`config.mk`:
```
export PLATFORM = sky130hd
export DESIGN_NAME = cache_fm_ctrl
export DESIGN_NICKNAME = d
export VERILOG_FILES = /design/src/rtl/cache_fm_ctrl.sv
export SDC_FILE = /design/constraint.sdc
export NUM_CORES = 1
export LEC_CHECK = 0
export CORE_MARGIN = 5
export CORE_UTILIZATION = 35
export DETAILED_ROUTE_END_ITERATION = 6
export GPL_ROUTABILITY_DRIVEN = 0
export SYNTH_ARGS = -nofsm -noshare
export SYNTH_HDL_FRONTEND = slang
export SYNTH_SLANG_ARGS = --single-unit
```
`constraint.sdc`:
```
create_clock -name clk -period 15.1 [get_ports clk]
set_input_delay 4.53 -clock clk [delete_from_list [all_inputs] [get_ports clk]]
set_output_delay 4.53 -clock clk [all_outputs]
set_load 0.1 [all_outputs]
```
`src/rtl/cache_fm_ctrl.sv`:
```
`default_nettype none
// ============================================================================
// Module      : cache_fm_ctrl
// Description : Far-memory request controller. Queues fills and dirty evicts
//               from the Q3 FM request port and issues them one at a time.
// Revision    : 1.0 - initial release
// ============================================================================
module cache_fm_ctrl #(
    parameter int CL_WIDTH    = 128,
    parameter int ADRS_WIDTH  = 20,
    parameter int TQ_ID_WIDTH = 3,
    parameter int FIFO_DEPTH  = 4
) (
    input  logic                   clk,
    input  logic                   rst,

    input  logic                   req_valid_q3,
    input  logic                   req_opcode_q3,
    input  logic [ADRS_WIDTH-1:0]  req_address_q3,
    input  logic [TQ_ID_WIDTH-1:0] req_tq_id_q3,
    input  logic [CL_WIDTH-1:0]    req_data_q3,
    output logic                   fifo_almost_full,

    output logic                   fm_req_valid,
    input  logic                   fm_req_ready,
    output logic                   fm_req_opcode,
    output logic [ADRS_WIDTH-1:0]  fm_req_address,
    output logic [CL_WIDTH-1:0]    fm_req_data,

    input  logic                   fm_rsp_valid,
    input  logic [CL_WIDTH-1:0]    fm_rsp_data,

    output logic                   fill_rsp_valid,
    output logic [TQ_ID_WIDTH-1:0] fill_rsp_tq_id,
    output logic [ADRS_WIDTH-1:0]  fill_rsp_address,
    output logic [CL_WIDTH-1:0]    fill_rsp_data,

    output logic                   overflow_err
);

    localparam int PTR_W = $clog2(FIFO_DEPTH);
    localparam int CNT_W = PTR_W + 1;

    localparam logic [CNT_W-1:0] c_depth    = CNT_W'(FIFO_DEPTH);
    // Two extra slots absorb requests already in flight in Q1/Q2.
    localparam logic [CNT_W-1:0] c_af_level = CNT_W'(FIFO_DEPTH - 2);
    localparam logic             c_op_fill  = 1'b0;

    typedef enum logic [1:0] {
        ST_IDLE     = 2'd0,
        ST_SEND     = 2'd1,
        ST_WAIT_RSP = 2'd2,
        ST_RSP      = 2'd3
    } state_t;

    state_t                 r_state;

    logic                   r_mem_opcode  [FIFO_DEPTH];
    logic [ADRS_WIDTH-1:0]  r_mem_address [FIFO_DEPTH];
    logic [TQ_ID_WIDTH-1:0] r_mem_tq_id   [FIFO_DEPTH];
    logic [CL_WIDTH-1:0]    r_mem_data    [FIFO_DEPTH];

    logic [PTR_W-1:0]       r_wr_ptr;
    logic [PTR_W-1:0]       r_rd_ptr;
    logic [CNT_W-1:0]       r_count;
    logic                   r_almost_full;
    logic                   r_overflow;

    logic [TQ_ID_WIDTH-1:0] r_pend_tq_id;
    logic [ADRS_WIDTH-1:0]  r_pend_address;
    logic                   r_fill_valid;
    logic [CL_WIDTH-1:0]    r_fill_data;

    logic                   w_sending;
    logic                   w_pop;
    logic                   w_full;
    logic                   w_push;
    logic                   w_head_opcode;
    logic [CNT_W-1:0]       w_count_next;

    assign w_sending     = (r_state == ST_SEND);
    assign w_pop         = w_sending & fm_req_ready;
    assign w_full        = (r_count == c_depth);
    // A full FIFO still accepts a push when the head leaves in the same cycle.
    assign w_push        = req_valid_q3 & (~w_full | w_pop);
    assign w_head_opcode = r_mem_opcode[r_rd_ptr];

    always_comb begin
        w_count_next = r_count;
        if (w_push && !w_pop) begin
            w_count_next = r_count + CNT_W'(1);
        end else if (w_pop && !w_push) begin
            w_count_next = r_count - CNT_W'(1);
        end
    end

    // Storage carries no reset; outputs are gated so stale entries never leak.
    always_ff @(posedge clk) begin
        if (w_push) begin
            r_mem_opcode[r_wr_ptr]  <= req_opcode_q3;
            r_mem_address[r_wr_ptr] <= req_address_q3;
            r_mem_tq_id[r_wr_ptr]   <= req_tq_id_q3;
            r_mem_data[r_wr_ptr]    <= req_data_q3;
        end
    end

    always_ff @(posedge clk) begin
        if (rst) begin
            r_wr_ptr      <= '0;
            r_rd_ptr      <= '0;
            r_count       <= '0;
            r_almost_full <= 1'b0;
            r_overflow    <= 1'b0;
        end else begin
            if (w_push) begin
                r_wr_ptr <= r_wr_ptr + PTR_W'(1);
            end
            if (w_pop) begin
                r_rd_ptr <= r_rd_ptr + PTR_W'(1);
            end
            if (req_valid_q3 && !w_push) begin
                r_overflow <= 1'b1;
            end
            r_count       <= w_count_next;
            r_almost_full <= (w_count_next >= c_af_level);
        end
    end

    always_ff @(posedge clk) begin
        if (rst) begin
            r_state        <= ST_IDLE;
            r_pend_tq_id   <= '0;
            r_pend_address <= '0;
            r_fill_valid   <= 1'b0;
            r_fill_data    <= '0;
        end else begin
            case (r_state)
                ST_IDLE: begin
                    if (r_count != '0) begin
                        r_state <= ST_SEND;
                    end
                end
                ST_SEND: begin
                    if (fm_req_ready) begin
                        if (w_head_opcode == c_op_fill) begin
                            r_pend_tq_id   <= r_mem_tq_id[r_rd_ptr];
                            r_pend_address <= r_mem_address[r_rd_ptr];
                            r_state        <= ST_WAIT_RSP;
                        end else begin
                            r_state <= ST_IDLE;
                        end
                    end
                end
                ST_WAIT_RSP: begin
                    if (fm_rsp_valid) begin
                        r_fill_data  <= fm_rsp_data;
                        r_fill_valid <= 1'b1;
                        r_state      <= ST_RSP;
                    end
                end
                ST_RSP: begin
                    r_fill_valid <= 1'b0;
                    r_state      <= ST_IDLE;
                end
                default: begin
                    r_fill_valid <= 1'b0;
                    r_state      <= ST_IDLE;
                end
            endcase
        end
    end

    assign fifo_almost_full = r_almost_full;
    assign overflow_err     = r_overflow;

    assign fm_req_valid     = w_sending;
    assign fm_req_opcode    = w_sending & w_head_opcode;
    assign fm_req_address   = w_sending ? r_mem_address[r_rd_ptr] : '0;
    assign fm_req_data      = w_sending ? r_mem_data[r_rd_ptr]    : '0;

    assign fill_rsp_valid   = r_fill_valid;
    assign fill_rsp_tq_id   = r_pend_tq_id;
    assign fill_rsp_address = r_pend_address;
    assign fill_rsp_data    = r_fill_data;

    a_req_stable : assert property (@(posedge clk) disable iff (rst)
        (fm_req_valid && !fm_req_ready) |=>
            (fm_req_valid && $stable({fm_req_opcode, fm_req_address, fm_req_data})));

    a_count_range : assert property (@(posedge clk) disable iff (rst)
        (r_count <= c_depth));

    a_fill_pulse : assert property (@(posedge clk) disable iff (rst)
        fill_rsp_valid |=> !fill_rsp_valid);

endmodule
`default_nettype wire

```
==> metrics <==
asr flop ratio synth=0%; EDFF count, synth=608; VDD IR-drop max=0.112 mV; register area share after synthesis=75.0%; first-pass GRT wire length=113 mm; Clock Latency Late Sink=0.65 ns; Crit Path Category=flip-flop to primary output; Sink Count=773; FF+latch count, synth=773; vias in the first global route=17800; P_leak=12.3 nW; RSZ-0062 raised after global routing=no; Final Hold Slack=0.452 ns; DRT Wirelength=77.2 mm; max_cap viols=0; final hold vios=0; total congestion overflow=0; most frequent cells in the layout=608 x edfxtp_1, 586 x clkdlybuf4s50_1, 259 x nand2_1; initial core utilization=35.2%; CP Capture Type=primary output; crit start category=flip-flop; post_cts resized=0; Final Cycle Share=57.8%; hold_buf cts=0; fin. max-slew vios=0; row cnt=105; CP max FO=84; CP Data Required Time=10.57 ns; vias per cell=4.85; Routed Antenna Nets=0; post-CTS setup buffers=0; First-pass DRT Iterations=5; Avg Inst Size Synth=17.1 um^2; Final min period=8.72 ns; Die H=297 um; Peak Freq=115 MHz; largest net degree at the start of global routing=106; power density cells=155 nW/um^2; initial antenna violation count=24; routed via count=16600; Total Neg Setup Slack=0 ns; Post-Syn Area=28700 um^2; max-slew headroom at the worst pin=21.1%; DRC violations left=0; slew of the pin with the lowest slew margin=1.18 ns; area grow syn2layout=33.8%; Num CTS Buffers=85; Synth Warn #=0; Core Box Area=81700 um^2; H-tree depth reported by CTS=3; die width=297 um; GRT Overall Usage=17.0%; Worst Hold Class=flip-flop to flip-flop; Cell variety after synth=34; Final Cell Area=38500 um^2; Die ar.=88000 um^2; reg-to-reg slack, setup=11.87 ns; wire per inst=22.6 um; IO Pins=589; placed inst area=35700 um^2; Synthesized Nets=1970; ys flop type=edfxtp_1; cells after synthesis=1678; outcome=complete, no violations; Final HPWL DP=51.2 mm; Worst Clk Skew=0.0397 ns; CTS root buf=clkbuf_16; CTS tree=yes; Final Net Count=2560; Buffers on Ports=588; ratio of cells with drive above 1 in the final layout=13.1%; commonest non-fill, non-tap cell in the layout=edfxtp_1; clk slew on worst S/H paths=0.06 ns; 1st-iter DRT viols=767; WP data arrival=4.19 ns; post-layout total power=5.95 mW; worst-case clock buffer depth=3; final setup vio count=0
## path summary, 6_finish.rpt
| kind | startpoint | cells after the start | endpoint |
|---|---|---|---|
| worst min-delay path | fill_rsp_data[53]$_SDFFE_PP0P_ | 2 | fill_rsp_data[53]$_SDFFE_PP0P_ |
| worst min register to register | fill_rsp_data[53]$_SDFFE_PP0P_ | 2 | fill_rsp_data[53]$_SDFFE_PP0P_ |
| worst max-delay path | r_state[0]$_SDFFE_PP0P_ | 6 | fm_req_data[117] |
| worst max register to register | flip-flop | 5 | r_mem_data[2][63]$_DFFE_PP_ |
## metal layers
metal	share of wire, %	global-route usage [%]
met1	36	19.2
met5	0.13	0
met4	3.3	5.86
met2	51	29.6
met3	9.5	6.51
## cell families (layout without fill, tap and decap cells)
family                   after synthesis  after routing  synth area share, %
AO/OA/AOI/OAI                        147            147                 2.62
other                                  0              9                    0
XOR/XNOR                               3              3               0.0914
buffers and inverters                108            770                 1.63
adder cells (fa/ha/maj)                7              7                0.305
multiplexers                         178            178                 12.8
flip-flops                           773            773                 75.0
AND/OR/NAND/NOR                      462            462                 7.53
## state kept, by name (all words and copies together) (netlist names), 3 cells and up, named ones only
name	flops
r_mem_opcode	4
r_mem_tq_id	12
r_count	3
r_mem_address	80
fill_rsp_address	20
r_mem_data	512
fill_rsp_tq_id	3
fill_rsp_data	128
## where the power goes
part           internal (mW)  switching [mW]
clock network           1.14           0.847
logic                  0.420            1.07
registers               2.43          0.0417
## through the flow
stage	utilization, %	setup slack (ns)	instances
finish	47.1	6.38	3419
global route	47.0	6.11	3414
detailed placement	43.7	6.91	3251
floorplan	-	5.90	1678
CTS	47.0	6.20	3410
global placement	43.7	6.94	3251
## cell usage after synthesis, types with 4 or more instances
cell type	n	area [um^2]
edfxtp_1	608	18300
nand2_1	259	972
dfxtp_1	165	3300
and2_1	153	957
mux4_2	152	3420
a21oi_1	135	676
clkbuf_1	76	285
nor2_1	37	139
mux2i_1	25	250
buf_2	18	90.1
ha_1	7	87.6
inv_1	6	22.5
o21ai_0	4	20.0
## worst max-delay path, cell delays in order (launching register included)
cell and delay [ns]:
dfxtp_1 0.41, inv_1 0.16, nor2_4 0.10, buf_4 0.51, buf_4 0.79, and2_1 0.35, clkdlybuf4s50_1 1.19
## final cells by class
type,instances,area [um^2]
diodes,9,22.5
inverters,6,22.5
flip-flops and latches,773,21600
fillers,6976,43300
clock buffers,109,2270
multi-input cells,797,6750
clock inverters,50,459
well taps,1070,1340
repair buffers,605,6020
Power figures use the tool's default switching activity.
